File: src/rtl/inverse_seq.sv
// Gauss-Jordan sequencer: issues PROBE/SWAP/NORM/ELIM row operations to the
// inverse datapath in order, one outstanding op at a time, and flags singularity.
module inverse_seq #(
  parameter int N  = 4,
  parameter int RW = (N > 1) ? $clog2(N) : 1
) (
  input  logic          clk,
  input  logic          rst_n,
  input  logic          start,
  input  logic          abort,
  output logic          busy,
  output logic          done,
  output logic          singular,
  output logic          aborted,
  output logic          op_valid,
  input  logic          op_ready,
  output logic [1:0]    op_code,
  output logic [RW-1:0] op_row_a,
  output logic [RW-1:0] op_row_b,
  output logic [RW-1:0] op_col,
  input  logic          op_ack,
  input  logic          ack_zero
);

  localparam logic [2:0] S_IDLE  = 3'd0;
  localparam logic [2:0] S_PROBE = 3'd1;
  localparam logic [2:0] S_SWAP  = 3'd2;
  localparam logic [2:0] S_NORM  = 3'd3;
  localparam logic [2:0] S_ELIM  = 3'd4;
  localparam logic [2:0] S_NEXT  = 3'd5;
  localparam logic [2:0] S_FIN   = 3'd6;

  localparam logic [1:0] OP_PROBE = 2'd0;
  localparam logic [1:0] OP_SWAP  = 2'd1;
  localparam logic [1:0] OP_NORM  = 2'd2;
  localparam logic [1:0] OP_ELIM  = 2'd3;

  localparam logic [RW-1:0] LAST = RW'(N - 1);

  // Handshake: an op is accepted on a clock edge with op_valid & op_ready;
  // op_valid then drops and the op stays outstanding (waiting=1) until op_ack.
  logic [2:0]    state;
  logic          waiting;
  logic          abort_pend;
  logic [RW-1:0] k;
  logic [RW-1:0] r;
  logic [RW-1:0] i;

  logic [RW:0]   inc1;
  logic [RW:0]   inc2;
  logic [RW:0]   nxt_wide;
  logic [RW-1:0] i_next;
  logic [RW-1:0] first_i;
  logic          elim_last;

  // Next elimination row skips the pivot row; computed one bit wider so the
  // end-of-rows test never relies on wrap-around.
  always_comb begin
    inc1      = {1'b0, i} + (RW+1)'(1);
    inc2      = {1'b0, i} + (RW+1)'(2);
    nxt_wide  = (inc1 == {1'b0, k}) ? inc2 : inc1;
    elim_last = (nxt_wide > {1'b0, LAST});
    i_next    = nxt_wide[RW-1:0];
    first_i   = (k == '0) ? RW'(1) : '0;
  end

  always_ff @(posedge clk or negedge rst_n) begin
    if (!rst_n) begin
      state      <= S_IDLE;
      waiting    <= 1'b0;
      abort_pend <= 1'b0;
      k          <= '0;
      r          <= '0;
      i          <= '0;
      busy       <= 1'b0;
      done       <= 1'b0;
      singular   <= 1'b0;
      aborted    <= 1'b0;
      op_valid   <= 1'b0;
      op_code    <= OP_PROBE;
      op_row_a   <= '0;
      op_row_b   <= '0;
      op_col     <= '0;
    end else begin
      done     <= 1'b0;
      singular <= 1'b0;
      aborted  <= 1'b0;
      case (state)
        S_IDLE: begin
          if (start && !abort) begin
            busy       <= 1'b1;
            k          <= '0;
            r          <= '0;
            abort_pend <= 1'b0;
            waiting    <= 1'b0;
            state      <= S_PROBE;
            op_valid   <= 1'b1;
            op_code    <= OP_PROBE;
            op_row_a   <= '0;
            op_row_b   <= '0;
            op_col     <= '0;
          end
        end
        S_FIN: state <= S_IDLE;
        S_NEXT: begin
          if (abort) begin
            state   <= S_FIN;
            busy    <= 1'b0;
            aborted <= 1'b1;
          end else begin
            k        <= k + RW'(1);
            r        <= k + RW'(1);
            state    <= S_PROBE;
            op_valid <= 1'b1;
            op_code  <= OP_PROBE;
            op_row_a <= k + RW'(1);
            op_row_b <= '0;
            op_col   <= k + RW'(1);
          end
        end
        default: begin
          if (!waiting) begin
            if (op_valid && op_ready) begin
              op_valid   <= 1'b0;
              waiting    <= 1'b1;
              abort_pend <= abort;
            end else if (abort) begin
              op_valid <= 1'b0;
              state    <= S_FIN;
              busy     <= 1'b0;
              aborted  <= 1'b1;
            end
          end else if (op_ack) begin
            waiting <= 1'b0;
            if (abort || abort_pend) begin
              abort_pend <= 1'b0;
              state      <= S_FIN;
              busy       <= 1'b0;
              aborted    <= 1'b1;
            end else begin
              case (state)
                S_PROBE: begin
                  if (!ack_zero) begin
                    op_valid <= 1'b1;
                    op_row_a <= k;
                    op_col   <= k;
                    if (r == k) begin
                      state    <= S_NORM;
                      op_code  <= OP_NORM;
                      op_row_b <= '0;
                    end else begin
                      state    <= S_SWAP;
                      op_code  <= OP_SWAP;
                      op_row_b <= r;
                    end
                  end else if (r == LAST) begin
                    state    <= S_FIN;
                    busy     <= 1'b0;
                    singular <= 1'b1;
                  end else begin
                    r        <= r + RW'(1);
                    op_valid <= 1'b1;
                    op_code  <= OP_PROBE;
                    op_row_a <= r + RW'(1);
                    op_row_b <= '0;
                    op_col   <= k;
                  end
                end
                S_SWAP: begin
                  state    <= S_NORM;
                  op_valid <= 1'b1;
                  op_code  <= OP_NORM;
                  op_row_a <= k;
                  op_row_b <= '0;
                  op_col   <= k;
                end
                S_NORM: begin
                  i        <= first_i;
                  state    <= S_ELIM;
                  op_valid <= 1'b1;
                  op_code  <= OP_ELIM;
                  op_row_a <= k;
                  op_row_b <= first_i;
                  op_col   <= k;
                end
                S_ELIM: begin
                  if (elim_last) begin
                    if (k == LAST) begin
                      state <= S_FIN;
                      busy  <= 1'b0;
                      done  <= 1'b1;
                    end else begin
                      state <= S_NEXT;
                    end
                  end else begin
                    i        <= i_next;
                    op_valid <= 1'b1;
                    op_code  <= OP_ELIM;
                    op_row_a <= k;
                    op_row_b <= i_next;
                    op_col   <= k;
                  end
                end
                default: state <= S_IDLE;
              endcase
            end
          end else if (abort) begin
            abort_pend <= 1'b1;
          end
        end
      endcase
    end
  end

endmodule

File: config.mk
export PLATFORM = sky130hd
export DESIGN_NAME = inverse_seq
export DESIGN_NICKNAME = d
export VERILOG_FILES = /design/src/rtl/inverse_seq.sv
export SDC_FILE = /design/constraint.sdc
export NUM_CORES = 1
export LEC_CHECK = 0
export BUFFER_PORTS_ARGS = -buffer_cell sky130_fd_sc_hd__buf_2
export CAP_MARGIN = 20
export CORE_ASPECT_RATIO = 0.5
export CORE_MARGIN = 2
export CORE_UTILIZATION = 45
export CTS_CLUSTER_DIAMETER = 100
export DETAILED_ROUTE_END_ITERATION = 8
export PLACE_DENSITY = 0.68
export REMOVE_ABC_BUFFERS = 1
export SYNTH_ARGS = -nofsm -noshare
export SYNTH_HDL_FRONTEND = slang
export SYNTH_SLANG_ARGS = --single-unit
File: constraint.sdc
create_clock -name clk -period 2.58 [get_ports clk]
set_input_delay 0.516 -clock clk [delete_from_list [all_inputs] [get_ports clk]]
set_output_delay 0.516 -clock clk [all_outputs]
set_load 0.1 [all_outputs]
# After elaboration in Yosys (flattened, before gate mapping)
# Index checks and enable logic that the tools add are counted.
[word_totals]
out_inout_bits = 13
inputBits = 7
register_bits = 24
wordCells = 202
[op_classes]
bitwise = 4
eq_ne = 34
n_addsub = 4
magnitude_cmp = 1
mux = 113
reduce_logical = 31
[ops]
columns = ["cell", "n"]
rows = [
  ["2-bit two-way mux", 33],
  ["1-bit two-way mux", 49],
  ["9-bit AND reduction", 5],
  ["2-bit case mux with 3 select lines", 7],
  ["3-bit two-way mux", 11],
  ["6-bit != test, second input constant", 5],
  ["4-bit by 2-bit != test with 1-bit output, second input constant", 4],
  ["2-bit case mux with 4 select lines", 2],
  ["3-bit nonzero test", 5],
  ["5-bit nonzero test", 3],
  ["3-bit case mux with 4 select lines", 1],
  ["6-bit AND reduction", 2],
  ["5-bit by 2-bit != test with 1-bit output, second input constant", 2],
  ["5-bit != test, second input constant", 2],
  ["3-bit equality test, second input constant", 3],
  ["1-bit case mux with 3 select lines", 3],
  ["3-bit case mux with 3 select lines", 1],
  ["8-bit != test, second input constant", 1],
  ["1-bit case mux with 2 select lines", 4],
  ["2-bit case mux with 2 select lines", 2],
  ["7-bit != test, second input constant", 1],
  ["3-bit by 2-bit equality test with 1-bit output, second input constant", 2],
  ["2-bit != test, second input constant", 3],
  ["3-bit by 1-bit != test with 1-bit output, second input constant", 2],
  ["25 further kinds", 34],
]

# Depth between registers and ports, before layout
[depth]
word_depth = 10
depth_mapped = 8
ltp_nobuf = 6

# Worst setup path after synthesis
# Ideal clock, no wire load.
[synth_path]
kind = "reg2reg"
startpoint = "reg, netlist name op_valid"
endpoint = "reg op_code[1]"
setup_ps = 126
t_arrival_ps = 2251
required_ps = 2454
setup_slack_ps = 203
period_less_slack_ps = 2377
stages_incl_launch_ff = 6
n_path_buf = 0
cell_sequence = "dfrtp_1 nand2_1 a21bo_2 a221o_4 nor2_8 mux2_4"
[synth_lines]
columns = ["item", "line", "text"]
rows = [
  ["end signal: assignment", "80", "op_code <= OP_PROBE;"],
  ["end signal: assignment", "98", "op_code <= OP_PROBE;"],
  ["end signal: assignment", "115", "op_code <= OP_PROBE;"],
  ["end: declaration", "17", "output logic [1:0] op_code,"],
]

# Final worst setup path
[layout_path]
startpoint = "reg state[0]"
endpoint = "reg state[2]"
[layout_via]
elab_chain_len = 6
elab_cells_between_ends = 19
cone_classes = "11 x eq/ne; 5 x mux; 3 x reduce/logical"
[layout_lines]
columns = ["item", "line", "text"]
rows = [
  ["start: declaration", "42", "logic [2:0] state;"],
  ["start signal: assignment", "69", "state <= S_IDLE;"],
  ["start signal: assignment", "96", "state <= S_PROBE;"],
  ["start signal: assignment", "104", "S_FIN: state <= S_IDLE;"],
  ["3-bit equality test (tied with other cells)", "141", "case (state)"],
  ["3-bit case mux with 4 select lines", "141", ""],
  ["3-bit two-way mux", "135", "if (abort || abort_pend) begin"],
  ["3-bit two-way mux", "133", "end else if (op_ack) begin"],
  ["3-bit two-way mux", "122", "if (!waiting) begin"],
  ["3-bit case mux with 3 select lines", "88", "case (state)"],
]
# Parallel ways exist; a longest one is shown, timed or not. The select of a mux whose other input is x is not followed.
# A chain may end at the register's enable or synchronous reset.

==> impl_metrics.tcl <==
set metrics [dict create \
    clock.fmax_ghz 0.430 \
    clk_latency_ns 0.27 \
    crit_end "state[2]$_DFFE_PN0P_" \
    startpoint_type "flop" \
    grt_start_max_net_pins 25 \
    drt_iter0_drc 221 \
    cts_made_buffers 3 \
    tightest_slew_ns 0.569 \
    fin_crit_sh 0.901 \
    setup_violations 0 \
    port_buffers 19 \
    htreeDepth 1 \
    cts_hold_buf 0 \
    hold_path_class "input pin to asynchronous set/reset pin" \
    overflow 0 \
    worst-setup-path-type "flop to flop" \
    detailed_place.area_sq_um 2230 \
    outcome "finished clean" \
    vias 1956 \
    synthDistinctLibCells 65 \
    fill_cells 427 \
    synth-main-ff-cell "dfrtp_1" \
    cts_sinks 24 \
    dp_hpwl_um 3990 \
    start_util 0.468 \
    critPathCaptureType "flop" \
    crit_required_ns 2.74 \
    final_nets 273 \
    via_per_inst 6.17 \
    postCtsSetupBuffers 0 \
    drive_gt1_frac 0.192 \
    drtAntennaViolNets 0 \
    period_needed_ns 2.32 \
    syn_inst 244 \
    yosysTopAreaCell "dfrtp_1" \
    holdWs_ns 0.226 \
    crit_start "state[0]$_DFFE_PN0P_" \
    rsz0062_at_grt "no" \
    max_cap_violations 0 \
    rr_endpoint "state[2]$_DFFE_PN0P_" \
    grt_pass1_wl_um 8980 \
    synth.most_common_cell "dfrtp_1" \
    arrival_ns 2.49 \
    reg2regPathDepth 5 \
    die_y_um 51.8 \
    stdcell_area_sq_um 2270 \
    cp_max_fo 17 \
    synth-edff-count 0 \
    cts_tree "yes" \
    path_clk_slew_ns 0.09 \
    hold_violations 0 \
    num_rows 17 \
    cts.path.max_buffers 2 \
    grt_usage 0.225 \
    r2r_start "state[0]$_DFFE_PN0P_" \
    setup_tns_ns 0 \
    slew_headroom 0.621 \
    boundaryPins 20 \
    ys_ff_latch 24 \
    post_drt_wl_per_cell_um 17.0 \
    dieWidth_um 99.7 \
    routed_wl_um 5380 \
    syn_area_sq_um 2060 \
    slew_viol_final 0 \
    gp_congestion 0.901 \
    ff2ff_setup_slack_ns 0.26 \
    ys_top_cells_by_area "dfrtp_1, o21ai_0, nand2_1" \
    yosys.area.top_type_share 0.292 \
    antenna_found_initial 0 \
    die-area_sq_um 5170 \
    diodes 0 \
    synth_common_cells "dfrtp_1, nand2_1, o21ai_0, a21oi_1, nor2_1" \
    area_delta_synth_final_pct 10.2 \
    synthArstFlopShare 1.00 \
    yosys_warnings 0 \
    grt_pass1_vias 1742 \
    ctsRootBufferMaster "clkbuf_8" \
    skew_ns 0.00883 \
    cts_resized 0 \
    drc 0 \
    synth_area_per_cell_sq_um 8.44 \
    core_area_sq_um 4400 \
    ys_seq_area_frac 0.292 \
    first_pass_iters 5 \
]
worst min path at each step:
stage	end	slack [ns]	cells after the start
2_1_floorplan	abort_pend$_DFFE_PN0P_	0.22	0
3_3_place_gp	busy$_DFFE_PN0P_	0.46	1
3_5_place_dp	busy$_DFFE_PN0P_	0.47	1
4_1_cts	k[1]$_DFFE_PN0P_	0.26	1
5_1_grt	k[1]$_DFFE_PN0P_	0.28	1
6_report	k[1]$_DFFE_PN0P_	0.23	1
state kept, by name, indices dropped and copies added, names as in the netlist:
signal,count
op_col,2
op_row_a,2
done,1
abort_pend,1
busy,1
op_valid,1
op_code,2
aborted,1
singular,1
op_row_b,2
i,2
state,3
waiting,1
k,2
r,2
logic make-up (layout without fill, tap and decap cells):
logic type,after synthesis,after routing,synth area share
AND/OR/NAND/NOR,75,75,0.208
XOR/XNOR,7,7,0.0334
buffers and inverters,27,43,0.0589
adder cells (fa/ha/maj),5,5,0.0292
AO/OA/AOI/OAI,96,96,0.319
multiplexers,10,10,0.0601
flip-flops,24,24,0.292
cell usage in the layout, fill, tap and decap left out, types with 4 or more instances in the layout:
master	instances
buf_4	12
ha_1	4
a21oi_1	14
nand2_1	22
o21ai_0	22
inv_1	9
a22oi_1	4
dfrtp_1	24
nand3_1	5
buf_2	19
nor2_1	12
o21a_1	6
o21ai_1	6
xnor2_1	4
a31oi_1	7
nand2b_1	9
o31ai_1	4
mux2_4	4
a21o_1	4
cell type report:
class | instances | area (sq um) | share of cell area
multi-input cells | 193 | 1340 | 0.589
flip-flops and latches | 24 | 601 | 0.265
repair buffers | 31 | 185 | 0.0816
well taps | 57 | 71.3 | 0.0314
clock buffers | 3 | 41.3 | 0.0182
inverters | 9 | 33.8 | 0.0149
per-layer routing:
layer  global-route usage  vias to the layer above  part of all wire  wire, um
li1                     -                      946                 -         -
met1                0.339                      943              0.50      2720
met2                0.346                       63              0.43      2320
met3               0.0336                        4             0.056       303
met4               0.0434                        0            0.0085        46
met5                    0                        -                 0         0
worst max-delay path: stages, from the launching register on:
cell	delay [ns]
dfrtp_1	0.70
or3b_1	0.52
nor4b_1	0.41
a21oi_1	0.11
nand3_2	0.13
mux2_2	0.34
metrics by stage:
step                       util  cells  setup slack, ns
after floorplan               -    226            0.203
after global placement    0.506    314            0.340
after detailed placement  0.506    314            0.320
after CTS                 0.515    317            0.287
after global routing      0.515    317            0.146
final                     0.515    317            0.256
Power is left out: the tool's default activity adds up to more than one toggle a clock period on the data nets, which glitch-free logic cannot reach.
